<file path="config.mk">
export PLATFORM = sky130hd
export DESIGN_NAME = rv32i_mc_ctrl_flat
export DESIGN_NICKNAME = d
export VERILOG_FILES = /design/src/rtl/rv32i_pkg.sv /design/src/rtl/rv32i_mc_ctrl_if.sv /design/src/rtl/mc_timeout_cnt.sv /design/src/rtl/rv32i_mc_ctrl.sv /design/src/flat_wrapper.sv
export SDC_FILE = /design/constraint.sdc
export NUM_CORES = 1
export LEC_CHECK = 0
export ABC_CLOCK_PERIOD_IN_PS = 2700
export CAP_MARGIN = 0
export CORE_ASPECT_RATIO = 1.5
export CORE_MARGIN = 2
export CORE_UTILIZATION = 30
export CTS_CLUSTER_DIAMETER = 80
export DETAILED_ROUTE_END_ITERATION = 6
export GPL_TIMING_DRIVEN = 0
export PLACE_DENSITY_LB_ADDON = 0.15
export SLEW_MARGIN = 0
export SYNTH_ARGS = -nofsm -noshare
export SYNTH_HDL_FRONTEND = slang
export SYNTH_SLANG_ARGS = --single-unit
</file>
<file path="constraint.sdc">
create_clock -name clk -period 2.7 [get_ports clk]
set_input_delay 0.54 -clock clk [delete_from_list [all_inputs] [get_ports clk]]
set_output_delay 0.54 -clock clk [all_outputs]
set_load 0.005 [all_outputs]
</file>
<file path="src/rtl/rv32i_pkg.sv">
// Shared RV32I definitions: base opcodes and the multicycle controller state encoding.
package rv32i_pkg;

    localparam int unsigned OPCODE_W = 7;

    localparam logic [OPCODE_W-1:0] OP_R     = 7'b0110011;
    localparam logic [OPCODE_W-1:0] OP_I     = 7'b0010011;
    localparam logic [OPCODE_W-1:0] OP_L     = 7'b0000011;
    localparam logic [OPCODE_W-1:0] OP_S     = 7'b0100011;
    localparam logic [OPCODE_W-1:0] OP_B     = 7'b1100011;
    localparam logic [OPCODE_W-1:0] OP_LUI   = 7'b0110111;
    localparam logic [OPCODE_W-1:0] OP_AUIPC = 7'b0010111;
    localparam logic [OPCODE_W-1:0] OP_JAL   = 7'b1101111;
    localparam logic [OPCODE_W-1:0] OP_JALR  = 7'b1100111;

    typedef enum logic [2:0] {
        ST_FETCH   = 3'd0,
        ST_DECODE  = 3'd1,
        ST_EXECUTE = 3'd2,
        ST_MEM     = 3'd3,
        ST_WB      = 3'd4,
        ST_FAULT   = 3'd7
    } mc_state_t;

    // True for every opcode this core implements.
    function automatic logic is_legal(input logic [OPCODE_W-1:0] op);
        case (op)
            OP_R, OP_I, OP_L, OP_S, OP_B,
            OP_LUI, OP_AUIPC, OP_JAL, OP_JALR: is_legal = 1'b1;
            default:                           is_legal = 1'b0;
        endcase
    endfunction

endpackage

</file>
<file path="src/rtl/rv32i_mc_ctrl_if.sv">
// Decoder/datapath-facing signal bundle of the multicycle sequencing controller.
interface rv32i_mc_ctrl_if #(parameter int unsigned CNT_W = 32);

    logic [31:0]      instr_code;
    logic             reg_wr_en_dec;
    logic             d_wr_en_dec;
    logic             branch_taken;
    logic             mem_ready;
    logic             ir_en;
    logic             pc_en;
    logic             pc_take;
    logic             reg_wr_en;
    logic             d_wr_en;
    logic             d_rd_en;
    logic             fault;
    logic [2:0]       state_o;
    logic [CNT_W-1:0] instret;

    // Controller side: consumes decode/datapath status, drives the write enables.
    modport master (
        input  instr_code, reg_wr_en_dec, d_wr_en_dec, branch_taken, mem_ready,
        output ir_en, pc_en, pc_take, reg_wr_en, d_wr_en, d_rd_en, fault, state_o, instret
    );

    // Datapath side.
    modport slave (
        output instr_code, reg_wr_en_dec, d_wr_en_dec, branch_taken, mem_ready,
        input  ir_en, pc_en, pc_take, reg_wr_en, d_wr_en, d_rd_en, fault, state_o, instret
    );

endinterface

</file>
<file path="src/rtl/mc_timeout_cnt.sv">
// Loadable down-counter bounding how long a data-memory access may stall.
module mc_timeout_cnt #(
    parameter int unsigned W = 8
) (
    input  logic         clk,
    input  logic         reset,
    input  logic         clr,
    input  logic         load,
    input  logic         en,
    input  logic [W-1:0] load_val,
    output logic         expiry_c
);

    logic [W-1:0] cnt_q;

    always_ff @(posedge clk) begin
        if (reset || clr) begin
            cnt_q <= '0;
        end else if (load) begin
            cnt_q <= load_val;
        end else if (en && (cnt_q != '0)) begin
            cnt_q <= cnt_q - W'(1);
        end
    end

    // Expires on the last permitted stall cycle; a limit of 1 expires immediately.
    assign expiry_c = (cnt_q <= W'(1));

endmodule

</file>
<file path="src/rtl/rv32i_mc_ctrl.sv">
// RV32I multicycle sequencer: steps FETCH/DECODE/EXECUTE/MEM/WB and gates the
// architectural write enables so each fires once per instruction.
module rv32i_mc_ctrl
    import rv32i_pkg::*;
#(
    parameter int unsigned MEM_TIMEOUT = 16,
    parameter int unsigned CNT_W       = 32
) (
    input logic              clk,
    input logic              reset,
    rv32i_mc_ctrl_if.master  bus
);

    localparam int unsigned TO_W = 8;

    mc_state_t             state_q, state_d;
    logic [CNT_W-1:0]      instret_q;
    logic [OPCODE_W-1:0]   op;
    logic                  is_load, is_store;
    logic                  ir_en_c, pc_en_c, pc_take_c, reg_wr_en_c, d_wr_en_c, d_rd_en_c;
    logic                  retire_c, cnt_load_c, cnt_en_c, cnt_clr_c, expiry_c;
    logic                  unused_ir_hi;

    assign op           = bus.instr_code[OPCODE_W-1:0];
    assign unused_ir_hi = ^bus.instr_code[31:OPCODE_W];
    assign is_load      = (op == OP_L);
    assign is_store     = (op == OP_S);

    mc_timeout_cnt #(.W(TO_W)) u_timeout (
        .clk      (clk),
        .reset    (reset),
        .clr      (cnt_clr_c),
        .load     (cnt_load_c),
        .en       (cnt_en_c),
        .load_val (TO_W'(MEM_TIMEOUT - 1)),
        .expiry_c (expiry_c)
    );

    always_ff @(posedge clk) begin
        if (reset) begin
            state_q   <= ST_FETCH;
            instret_q <= '0;
        end else begin
            state_q <= state_d;
            if (retire_c) instret_q <= instret_q + CNT_W'(1);
        end
    end

    // Next state and per-state enables; reset forces every enable low.
    always_comb begin
        state_d     = state_q;
        ir_en_c     = 1'b0;
        pc_en_c     = 1'b0;
        pc_take_c   = 1'b0;
        reg_wr_en_c = 1'b0;
        d_wr_en_c   = 1'b0;
        d_rd_en_c   = 1'b0;
        retire_c    = 1'b0;
        cnt_load_c  = 1'b0;
        cnt_en_c    = 1'b0;
        cnt_clr_c   = 1'b0;
        case (state_q)
            ST_FETCH: begin
                ir_en_c = 1'b1;
                state_d = ST_DECODE;
            end
            ST_DECODE: state_d = is_legal(op) ? ST_EXECUTE : ST_FAULT;
            ST_EXECUTE: begin
                if (op == OP_B) begin
                    pc_en_c   = 1'b1;
                    pc_take_c = bus.branch_taken;
                    retire_c  = 1'b1;
                    state_d   = ST_FETCH;
                end else if (is_load || is_store) begin
                    cnt_load_c = 1'b1;
                    state_d    = ST_MEM;
                end else begin
                    state_d = ST_WB;
                end
            end
            ST_MEM: begin
                d_rd_en_c = is_load;
                d_wr_en_c = is_store && bus.d_wr_en_dec;
                if (bus.mem_ready) begin
                    cnt_clr_c = 1'b1;
                    if (is_load) begin
                        state_d = ST_WB;
                    end else begin
                        pc_en_c  = 1'b1;
                        retire_c = 1'b1;
                        state_d  = ST_FETCH;
                    end
                end else if (expiry_c) begin
                    state_d = ST_FAULT;
                end else begin
                    cnt_en_c = 1'b1;
                end
            end
            ST_WB: begin
                reg_wr_en_c = bus.reg_wr_en_dec;
                pc_en_c     = 1'b1;
                pc_take_c   = (op == OP_JAL) || (op == OP_JALR);
                retire_c    = 1'b1;
                state_d     = ST_FETCH;
            end
            ST_FAULT: state_d = ST_FAULT;
            default:  state_d = ST_FAULT;
        endcase
        if (reset) begin
            state_d     = ST_FETCH;
            ir_en_c     = 1'b0;
            pc_en_c     = 1'b0;
            pc_take_c   = 1'b0;
            reg_wr_en_c = 1'b0;
            d_wr_en_c   = 1'b0;
            d_rd_en_c   = 1'b0;
            retire_c    = 1'b0;
            cnt_load_c  = 1'b0;
            cnt_en_c    = 1'b0;
            cnt_clr_c   = 1'b0;
        end
    end

    assign bus.ir_en     = ir_en_c;
    assign bus.pc_en     = pc_en_c;
    assign bus.pc_take   = pc_take_c;
    assign bus.reg_wr_en = reg_wr_en_c;
    assign bus.d_wr_en   = d_wr_en_c;
    assign bus.d_rd_en   = d_rd_en_c;
    assign bus.fault     = (state_q == ST_FAULT);
    assign bus.state_o   = state_q;
    assign bus.instret   = instret_q;

endmodule

</file>
<file path="src/flat_wrapper.sv">
// flat-port wrapper written by rule: the top's interface ports become plain ports
module rv32i_mc_ctrl_flat import rv32i_pkg::*;
#(
    parameter int unsigned MEM_TIMEOUT = 16,
    parameter int unsigned CNT_W       = 32
)
  (clk, reset, bus_instr_code, bus_reg_wr_en_dec, bus_d_wr_en_dec, bus_branch_taken, bus_mem_ready, bus_ir_en, bus_pc_en, bus_pc_take, bus_reg_wr_en, bus_d_wr_en, bus_d_rd_en, bus_fault, bus_state_o, bus_instret);
  rv32i_mc_ctrl_if #(.CNT_W(CNT_W)) bus_i ();
  input logic clk;
  input logic reset;
  input wire logic [$bits(bus_i.instr_code)-1:0] bus_instr_code;
  input wire logic [$bits(bus_i.reg_wr_en_dec)-1:0] bus_reg_wr_en_dec;
  input wire logic [$bits(bus_i.d_wr_en_dec)-1:0] bus_d_wr_en_dec;
  input wire logic [$bits(bus_i.branch_taken)-1:0] bus_branch_taken;
  input wire logic [$bits(bus_i.mem_ready)-1:0] bus_mem_ready;
  output wire logic [$bits(bus_i.ir_en)-1:0] bus_ir_en;
  output wire logic [$bits(bus_i.pc_en)-1:0] bus_pc_en;
  output wire logic [$bits(bus_i.pc_take)-1:0] bus_pc_take;
  output wire logic [$bits(bus_i.reg_wr_en)-1:0] bus_reg_wr_en;
  output wire logic [$bits(bus_i.d_wr_en)-1:0] bus_d_wr_en;
  output wire logic [$bits(bus_i.d_rd_en)-1:0] bus_d_rd_en;
  output wire logic [$bits(bus_i.fault)-1:0] bus_fault;
  output wire logic [$bits(bus_i.state_o)-1:0] bus_state_o;
  output wire logic [$bits(bus_i.instret)-1:0] bus_instret;
  assign bus_i.instr_code = bus_instr_code;
  assign bus_i.reg_wr_en_dec = bus_reg_wr_en_dec;
  assign bus_i.d_wr_en_dec = bus_d_wr_en_dec;
  assign bus_i.branch_taken = bus_branch_taken;
  assign bus_i.mem_ready = bus_mem_ready;
  assign bus_ir_en = bus_i.ir_en;
  assign bus_pc_en = bus_i.pc_en;
  assign bus_pc_take = bus_i.pc_take;
  assign bus_reg_wr_en = bus_i.reg_wr_en;
  assign bus_d_wr_en = bus_i.d_wr_en;
  assign bus_d_rd_en = bus_i.d_rd_en;
  assign bus_fault = bus_i.fault;
  assign bus_state_o = bus_i.state_o;
  assign bus_instret = bus_i.instret;
  rv32i_mc_ctrl #(.MEM_TIMEOUT(MEM_TIMEOUT), .CNT_W(CNT_W)) u_core (.clk(clk), .reset(reset), .bus(bus_i));
endmodule
</file>
==> out/metrics.cfg, run 1 <==
[power_and_ir_drop]
comb_power_share_pct=19.2
clkPwrFrac_pct=39.1
p_switching_uw=457.7
seqPwrFrac_pct=41.7
intPower_uw=1201
peakVddDrop_mv=0.3420
power.density_nw_per_um2=511.9
p_leak_uw=0.001056
switching_share_pct=27.60

[floorplanning]
start_util_pct=30.98
die_y_um=112.6
dieWidth_um=76.40
die_area_sq_um=8602
core_sq_um=7612
io_pins=80
fp-row-count=39

[setup_path]
crit_top_cell=dlygate4sd2_1
cpPeakStageDelay_ns=0.32
path_max_fanout=18
crit_chain=dlygate4sd2_1 -> nor4bb_4 -> a211o_1 -> and3_1 -> buf_6 -> inv_4 -> dlygate4sd2_1
startpoint_type=input pin
path_buf_inv=4
critPathSlowestCell=nor4bb_4
worstSetupPathType=in -> out
cp.required_ns=2.16
cp.arrival_ns=1.98
cp-end-kind=output pin
path_delay_family=buffers and inverters

[clock_tree]
root_buffer=clkbuf_16
clock-sinks=43
insertion_delay_ns=0.28
clk_path_buf_depth=2
cts_buffers=5
cts.clk_slew.worst_paths_ns=0.06
h-tree-depth=2
cts_tree=yes

[worst_hold_path]
hp-class=reg -> reg

[timing]
rsz0062_at_grt=no
hold_viol_final=0
tns_ns=0
fmax_ghz=0.3974
worst_pin_slew_ns=0.9259
fin_skew_ns=0.005250
relSlewSlack_pct=37.85
slew_viol_final=0
fin_crit_ns=2.517
min_period_over_period_pct=93.21
layout_setup_ws_ns=0.1834
setup_viol=0

[finish]
fin_cells=455
final_net_count=393
fin_util_pct=42.55
final_area_sq_um=3239
fillers=828
mostFrequentLayoutCells=dfxtp_1 (43), clkdlybuf4s50_1 (42), a21oi_1 (25), nand2_1 (24), nor2_1 (22)
layout_commonest_cell=dfxtp_1
drive_gt1_share_pct=8.215
antennaDiodeCount=0
syn_to_final_growth_pct=37.35

[global_route]
overflow=0
grt_util_all_layers_pct=15.76
grt_pass1_vias=2398
antenna_found_initial=0
grt_pass1_wl_um=11220
grt_max_degree=14

[logic_synthesis]
yosysSeqAreaShare_pct=36.50
syn-cell-area_sq_um=2359
syn_inst=288
ys_types=45
yosysWarnings=0
synthFlopType=dfxtp_1
synth_async_sr_flop_share_pct=0
synth_edf_count=0
synth_nets=329
ys_ff_latch=43
syn_avg_cell_area_sq_um=8.189

[route]
drc_errors=0
dr.pass1.iters=4
drt_wl_total_um=6615
vias=2401
final_antenna_net_count=0
drtIter0Drc=85
wl_per_cell_um=14.54
via_per_inst=5.277

[place]
post_dp_cell_area_sq_um=3027
gp_congestion=0.7867
place_inst=444
io_buffer_count=54
pre_cts_ws_ns=-0.8755
dpl.hpwl_um=4930

[run]
maxCapViolCount=0

[outcome]
status=finished clean

-- routing by layer --
layer,track usage (%),part of all wire (%),up-vias
met2,28.97,53,52
met5,0,0,-
met3,2.251,3.1,7
met4,5.212,1.3,0
met1,18.65,43,1130
li1,-,-,1212
-- final cells by class --
class | count | area [sq um] | area share, %
multi-input combinational | 221 | 1429 | 44.11
sequential | 43 | 860.8 | 26.57
timing repair buffer | 58 | 555.5 | 17.15
clock buffer | 7 | 152.6 | 4.712
tap | 102 | 127.6 | 3.940
buffer | 16 | 77.57 | 2.395
inverter | 7 | 28.78 | 0.8884
clock inverter | 1 | 7.507 | 0.2317
-- sequential cells by signal (all words and copies together) (netlist names) --
signal,flops
u_core.u_timeout.cnt_q,8
u_core.bus.instret,32
u_core.bus.state_o,3
-- power groups by stage --
stage	registers (uW)	clock network, uW	logic (uW)
after global placement	708	0	310
after detailed placement	707	0	311
final	691	648	319
after CTS	693	654	323
after floorplan	699	0	182
after global routing	697	679	355
-- timing repair --
action	in CTS	in global routing
pin swaps	3	3
setup endpoints to repair	5	3
resized for setup	22	9
hold buffers	0	0
setup buffers	1	3
-- worst min-delay path, cell delays in order, from the launching register on --
cell	delay, ns
dfxtp_1	0.33
o31ai_1	0.07
a21oi_1	0.05
-- synthesized netlist by cell type (3+ instances only) --
master | count | area, sq um
dfxtp_1 | 43 | 860.8
a21oi_1 | 25 | 125.1
nand2_1 | 24 | 90.09
nor2_1 | 22 | 82.58
nand3_1 | 18 | 90.09
clkbuf_1 | 13 | 48.80
or4_1 | 11 | 82.58
xnor2_1 | 11 | 96.34
o31ai_1 | 10 | 75.07
o21ai_0 | 9 | 45.04
and4_1 | 8 | 70.07
or3_1 | 8 | 50.05
a31oi_1 | 7 | 43.79
inv_1 | 7 | 26.28
nand4_1 | 7 | 43.79
a311oi_1 | 6 | 52.55
and3_1 | 6 | 37.54
nor4_1 | 6 | 37.54
nor3_1 | 5 | 25.02
xor2_1 | 5 | 43.79
buf_2 | 3 | 15.01
ha_1 | 3 | 37.54
nor2b_1 | 3 | 18.77
-- worst paths after layout --
path | cells after the start | slack, ns | start | end
worst min register to register | 2 | 0.49 | u_core.bus.instret[17] | u_core.bus.instret[17]
worst min-delay path | 2 | 0.49 | u_core.bus.instret[17] | u_core.bus.instret[17]
worst max-delay path | 7 | 0.18 | bus_instr_code[1] | bus_pc_en
worst max register to register | 7 | 0.35 | u_core.u_timeout.cnt_q[0] | u_core.u_timeout.cnt_q[2]
-- through the flow --
step / total power [uW] / hold WS (ns)
floorplan: 881.4 / 0.4765
global placement: 1019 / 0.4778
detailed placement: 1017 / 0.4841
CTS: 1670 / 0.4938
global route: 1731 / 0.5331
finish: 1658 / 0.4938
-- cell families (layout without fill, tap and decap cells) --
group / after synthesis / after routing / share of synthesized area [%]
AO/OA/AOI/OAI: 70 / 70 / 19.26
XOR/XNOR: 16 / 16 / 5.941
adder cells (fa/ha/maj): 3 / 3 / 1.592
buffers and inverters: 24 / 89 / 4.297
flip-flops: 43 / 43 / 36.50
multiplexers: 2 / 2 / 0.9018
AND/OR/NAND/NOR: 130 / 130 / 31.51
Note: power is estimated with default switching activity, not from simulation.
==> run 2, diff against run 1 <==
CORE_UTILIZATION = 44   (was 30)
SKIP_LAST_GASP = 1   (was not set)
==> out/metrics.cfg, run 2 (same netlist as run 1, synthesis figures left out) <==
[power_and_ir_drop]
p_switching_uw=435.4
p_leak_uw=0.001070
comb_power_share_pct=22.8
clkPwrFrac_pct=28.8
power.total_uw=1434
switching_share_pct=30.37
intPower_uw=998.4
power.density_nw_per_um2=454.9
seqPwrFrac_pct=48.3
peakVddDrop_mv=0.4163

[setup_path]
r2r-end=u_core.bus.instret[29]
critPathSlowestCell=clkdlybuf4s50_1
r2r_setup_slack_ns=0.31
path_buf_inv=3
cp-end-kind=output pin
path_delay_family=buffers and inverters
cp.arrival_ns=1.90
startpoint_type=input pin
r2r_cells=9
path_max_fanout=7
cpPeakStageDelay_ns=0.55
crit_chain=buf_2 -> nand4bb_4 -> buf_4 -> nor4_1 -> clkdlybuf4s50_1
r2r_start=u_core.bus.state_o[1]
cp.required_ns=2.16
worstSetupPathType=in -> out

[floorplanning]
core_sq_um=5165
die_y_um=93.67
die_area_sq_um=5974
start_util_pct=45.66
io_pins=80
fp-row-count=32
dieWidth_um=63.78

[worst_hold_path]
worstHoldEndpoint=u_core.bus.instret[20]
hold_path_startpoint=u_core.bus.instret[20]
worstHoldPathCells=2
hp-class=reg -> reg

[route]
wl_per_cell_um=15.08
dr.pass1.iters=5
drt_wl_total_um=6380
drc_errors=0
drtIter0Drc=118
via_per_inst=5.960
final_antenna_net_count=0
vias=2521

[timing]
rsz0062_at_grt=no
fmax_ghz=0.4091
relSlewSlack_pct=38.31
min_period_over_period_pct=90.54
fin_crit_ns=2.445
setup_viol=0
worst_pin_slew_ns=0.9192
hold_slack_ns=0.4977
fin_skew_ns=0.01274
slew_viol_final=0
hold_viol_final=0

[global_route]
overflow=0
grt_busiest_layer=met2
use_met1_pct=24.51
antenna_found_initial=0
grt_util_all_layers_pct=22.06
grt_max_degree=14
grt_pass1_vias=2441
grtUsageMet2_pct=38.89
grt_pass1_wl_um=10690
grt_use_met3_pct=2.998

[clock_tree]
root_buffer=clkbuf_8
cts.clk_slew.worst_paths_ns=0.09
clock-sinks=43
h-tree-depth=2
cts_buffers=5
clk_path_buf_depth=2
insertion_delay_ns=0.30
cts_tree=yes

[finish]
largest_reg_flops=32
fin_util_pct=61.02
drive_gt1_share_pct=8.732
antennaDiodeCount=0
syn_to_final_growth_pct=33.63
fin_cells=423
final_net_count=395
mostFrequentLayoutCells=clkdlybuf4s50_1 (43), dfxtp_1 (42), a21oi_1 (25), nand2_1 (24), nor2_1 (22)
final_area_sq_um=3152
layout_commonest_cell=clkdlybuf4s50_1

[outcome]
status=finished clean

[place]
post_dp_cell_area_sq_um=2984
dpl.hpwl_um=4661
place_inst=410
gp_congestion=0.8742
io_buffer_count=54

[run]
maxCapViolCount=0

[run 2: changes by cell type in the layout (fill, tap and decap cells not counted), moves of 2 or more]
cell            previous run  this run
dlygate4sd2_1              8         2
clkbuf_16                  5         0
clkbuf_8                   2         5
buf_4                      4         6
dlymetal6s2s_1             2         7
[run 2: layout make-up]
| type | instances | area [sq um] |
|---|---|---|
| Inverter | 7 | 26.28 |
| Clock buffer | 6 | 72.57 |
| Timing Repair Buffer | 60 | 590.6 |
| Tap cell | 68 | 85.08 |
| Multi-Input combinational cell | 221 | 1425 |
| Fill cell | 479 | 2013 |
| Buffer | 16 | 77.57 |
| Sequential cell | 43 | 862.1 |
| Clock inverter | 2 | 12.51 |
[run 2: worst max path at each step]
stage,startpoint,end,cells past startpoint
6_report,reset,bus_d_wr_en,5
2_1_floorplan,bus_instr_code[3],bus_pc_en,6
5_1_grt,u_core.u_timeout.cnt_q[0],u_core.u_timeout.cnt_q[4],7
3_5_place_dp,bus_instr_code[6],bus_pc_en,8
3_3_place_gp,bus_instr_code[6],bus_pc_en,8
4_1_cts,bus_mem_ready,bus_pc_en,7
[run 2: power groups by stage]
stage	clock network, uW	logic [uW]	registers [uW]
after floorplan	0	182	699
after global placement	0	303	706
after detailed placement	0	304	706
after CTS	420	311	692
after global routing	446	358	698
final	414	328	693
[run 2: worst register-to-register path, stage by stage, from the launching register on]
cell	delay, ns
dfxtp_1	0.46
nand4bb_4	0.15
a211o_1	0.30
and3_1	0.18
buf_6	0.14
buf_4	0.13
buf_4	0.17
buf_6	0.15
or4_1	0.52
a21oi_1	0.15
[run 2: timing repair]
item | CTS | global route
buffers inserted | 2 | 4
setup endpoints to repair | 4 | 4
hold buffers | 0 | 0
pin swaps | 3 | 3
resized for setup | 11 | 17
[run 2: metrics by stage]
step,setup slack (ns),setup TNS (ns)
6_report,0.2555,0
5_1_grt,0.1955,0
4_1_cts,-0.1972,-0.1972
3_5_place_dp,-0.8289,-5.113
3_3_place_gp,-0.8441,-4.744
2_1_floorplan,0.4856,0
[run 2: routing by layer]
layer,vias to the layer above,wire (um)
li1,1219,-
met1,1216,2584
met2,73,3382
met3,13,240
met4,0,173
met5,-,0
==> run 3, diff against run 2 <==
ABC_CLOCK_PERIOD_IN_PS = 3100   (was 2700)
CAP_MARGIN = 10   (was 0)
clock period = 3.1 ns   (was 2.7 ns; I/O delays follow)
==> out/metrics.cfg, run 3 (same netlist as run 1, synthesis figures left out) <==
[setup_path]
cp.required_ns=2.48
r2r-end=u_core.u_timeout.cnt_q[3]
path_delay_family=buffers and inverters
critPathSlowestCell=clkdlybuf4s50_1
startpoint_type=input pin
crit_top_cell=clkdlybuf4s50_1
r2r_cells=7
cp-startpoint=bus_instr_code[4]
cp.depth=7
worstSetupPathType=in -> out
cp-end-kind=output pin
cpPeakStageDelay_ns=0.53
cp.arrival_ns=2.39
r2r_setup_slack_ns=0.77
crit_end=bus_pc_en
path_max_fanout=9
path_buf_inv=4
crit_chain=clkdlybuf4s50_1 -> nor3_2 -> a211o_1 -> and3_4 -> buf_6 -> inv_2 -> clkdlybuf4s50_1
r2r_start=u_core.u_timeout.cnt_q[0]

[floorplanning]
die_area_sq_um=5974
core_sq_um=5165
die_y_um=93.67
start_util_pct=45.66
dieWidth_um=63.78
fp-row-count=32
io_pins=80

[finish]
layout_commonest_cell=clkdlybuf4s50_1
syn_to_final_growth_pct=34.43
antennaDiodeCount=0
largest_reg_flops=32
drive_gt1_share_pct=8.123
final_net_count=397
fin_cells=425
mostFrequentLayoutCells=clkdlybuf4s50_1 (46), dfxtp_1 (43), a21oi_1 (25), nand2_1 (24), nor2_1 (22)

[route]
wl_per_cell_um=14.95
drc_errors=0
dr.pass1.iters=4
drtIter0Drc=123
via_per_inst=5.882
drt_wl_total_um=6354
final_antenna_net_count=0
vias=2500

[clock_tree]
cts_tree=yes
h-tree-depth=2
root_buffer=clkbuf_8
cts_buffers=5
insertion_delay_ns=0.30
clk_path_buf_depth=2
cts.clk_slew.worst_paths_ns=0.09
cts-hold-fix-buffers=0
clock-sinks=43

[power_and_ir_drop]
p_leak_uw=0.001058
p_switching_uw=377.1
seqPwrFrac_pct=48.2
switching_share_pct=30.14
peakVddDrop_mv=0.3569
intPower_uw=873.8
power.density_nw_per_um2=394.5
comb_power_share_pct=23.2
clkPwrFrac_pct=28.6

[global_route]
grt_max_degree=19
grt_pass1_vias=2422
grt_pass1_wl_um=10580
grt_util_all_layers_pct=21.88
antenna_found_initial=0
overflow=0

[place]
dpl.hpwl_um=4661
place_inst=410
io_buffer_count=54
gp_congestion=0.8742

[timing]
tns_ns=0
setup_viol=0
hold_viol_final=0
min_period_over_period_pct=97.04
fin_crit_ns=3.008
relSlewSlack_pct=38.25
worst_pin_slew_ns=0.9200
fin_skew_ns=0.01281
fmax_ghz=0.3324
slew_viol_final=0
rsz0062_at_grt=no

[outcome]
status=finished clean

[worst_hold_path]
worstHoldPathCells=2
hp-class=reg -> reg

[run]
maxCapViolCount=0

[run 3: worst reg2reg max path, stage by stage (launching register included)]
cell and delay (ns):
dfxtp_1 0.41, inv_1 0.06, ha_1 0.23, or2_2 0.32, a311oi_1 0.73, nand2_1 0.15, xnor2_1 0.17, o21a_1 0.16
[run 3: how the worst min path moves through the flow]
stage	from	slack (ns)	endpoint
floorplan	u_core.bus.instret[20]	0.48	u_core.bus.instret[20]
global placement	u_core.bus.instret[17]	0.48	u_core.bus.instret[17]
detailed placement	u_core.bus.instret[17]	0.49	u_core.bus.instret[17]
CTS	u_core.bus.instret[17]	0.50	u_core.bus.instret[17]
global route	u_core.bus.instret[17]	0.53	u_core.bus.instret[17]
finish	u_core.bus.instret[20]	0.50	u_core.bus.instret[20]
[run 3: power groups by stage]
stage	Combinational (uW)	Clock [uW]	Sequential, uW
2_1_floorplan	158	0	609
3_3_place_gp	264	0	615
6_report	291	358	602
5_1_grt	318	388	607
4_1_cts	267	366	602
3_5_place_dp	265	0	615
[run 3: metal layers]
metal  vias to the layer above  GRT usage, %  share of wire (%)
li1                       1217             -                  -
met1                      1183         24.06                 41
met2                        83         39.24                 52
met3                        17         3.118                3.4
met4                         0         12.86                2.7
met5                         -             0                  0
[run 3: repair_timing]
| item | 4_1_cts | 5_1_grt |
|---|---|---|
| endpoints found under the setup margin | 1 | 2 |
| resized for setup | 8 | 9 |
| buffers inserted | 1 | 7 |
| pin swaps | 1 | 4 |
[run 3: layout make-up]
cell class                 instances  area, sq um
buffer                            16        76.32
clock buffer                       6        72.57
clock inverter                     2        12.51
fill                             475         1994
inverter                           7        26.28
multi-input combinational        221         1428
sequential                        43        860.8
tap                               68        85.08
timing repair buffer              62        609.3
[run 3: stage by stage]
stage / hold slack [ns] / worst slack, ns / cell area (sq um) / util (%) / power [uW]
floorplan: 0.4765 / 0.7256 / 2359 / - / 767.7
global placement: 0.4759 / -0.6041 / 2984 / 57.78 / 879.3
detailed placement: 0.4893 / -0.5889 / 2984 / 57.78 / 879.6
CTS: 0.5023 / -0.02292 / 3089 / 59.81 / 1236
global route: 0.5299 / 0.01739 / 3171 / 61.39 / 1313
finish: 0.4980 / 0.09178 / 3171 / 61.39 / 1251
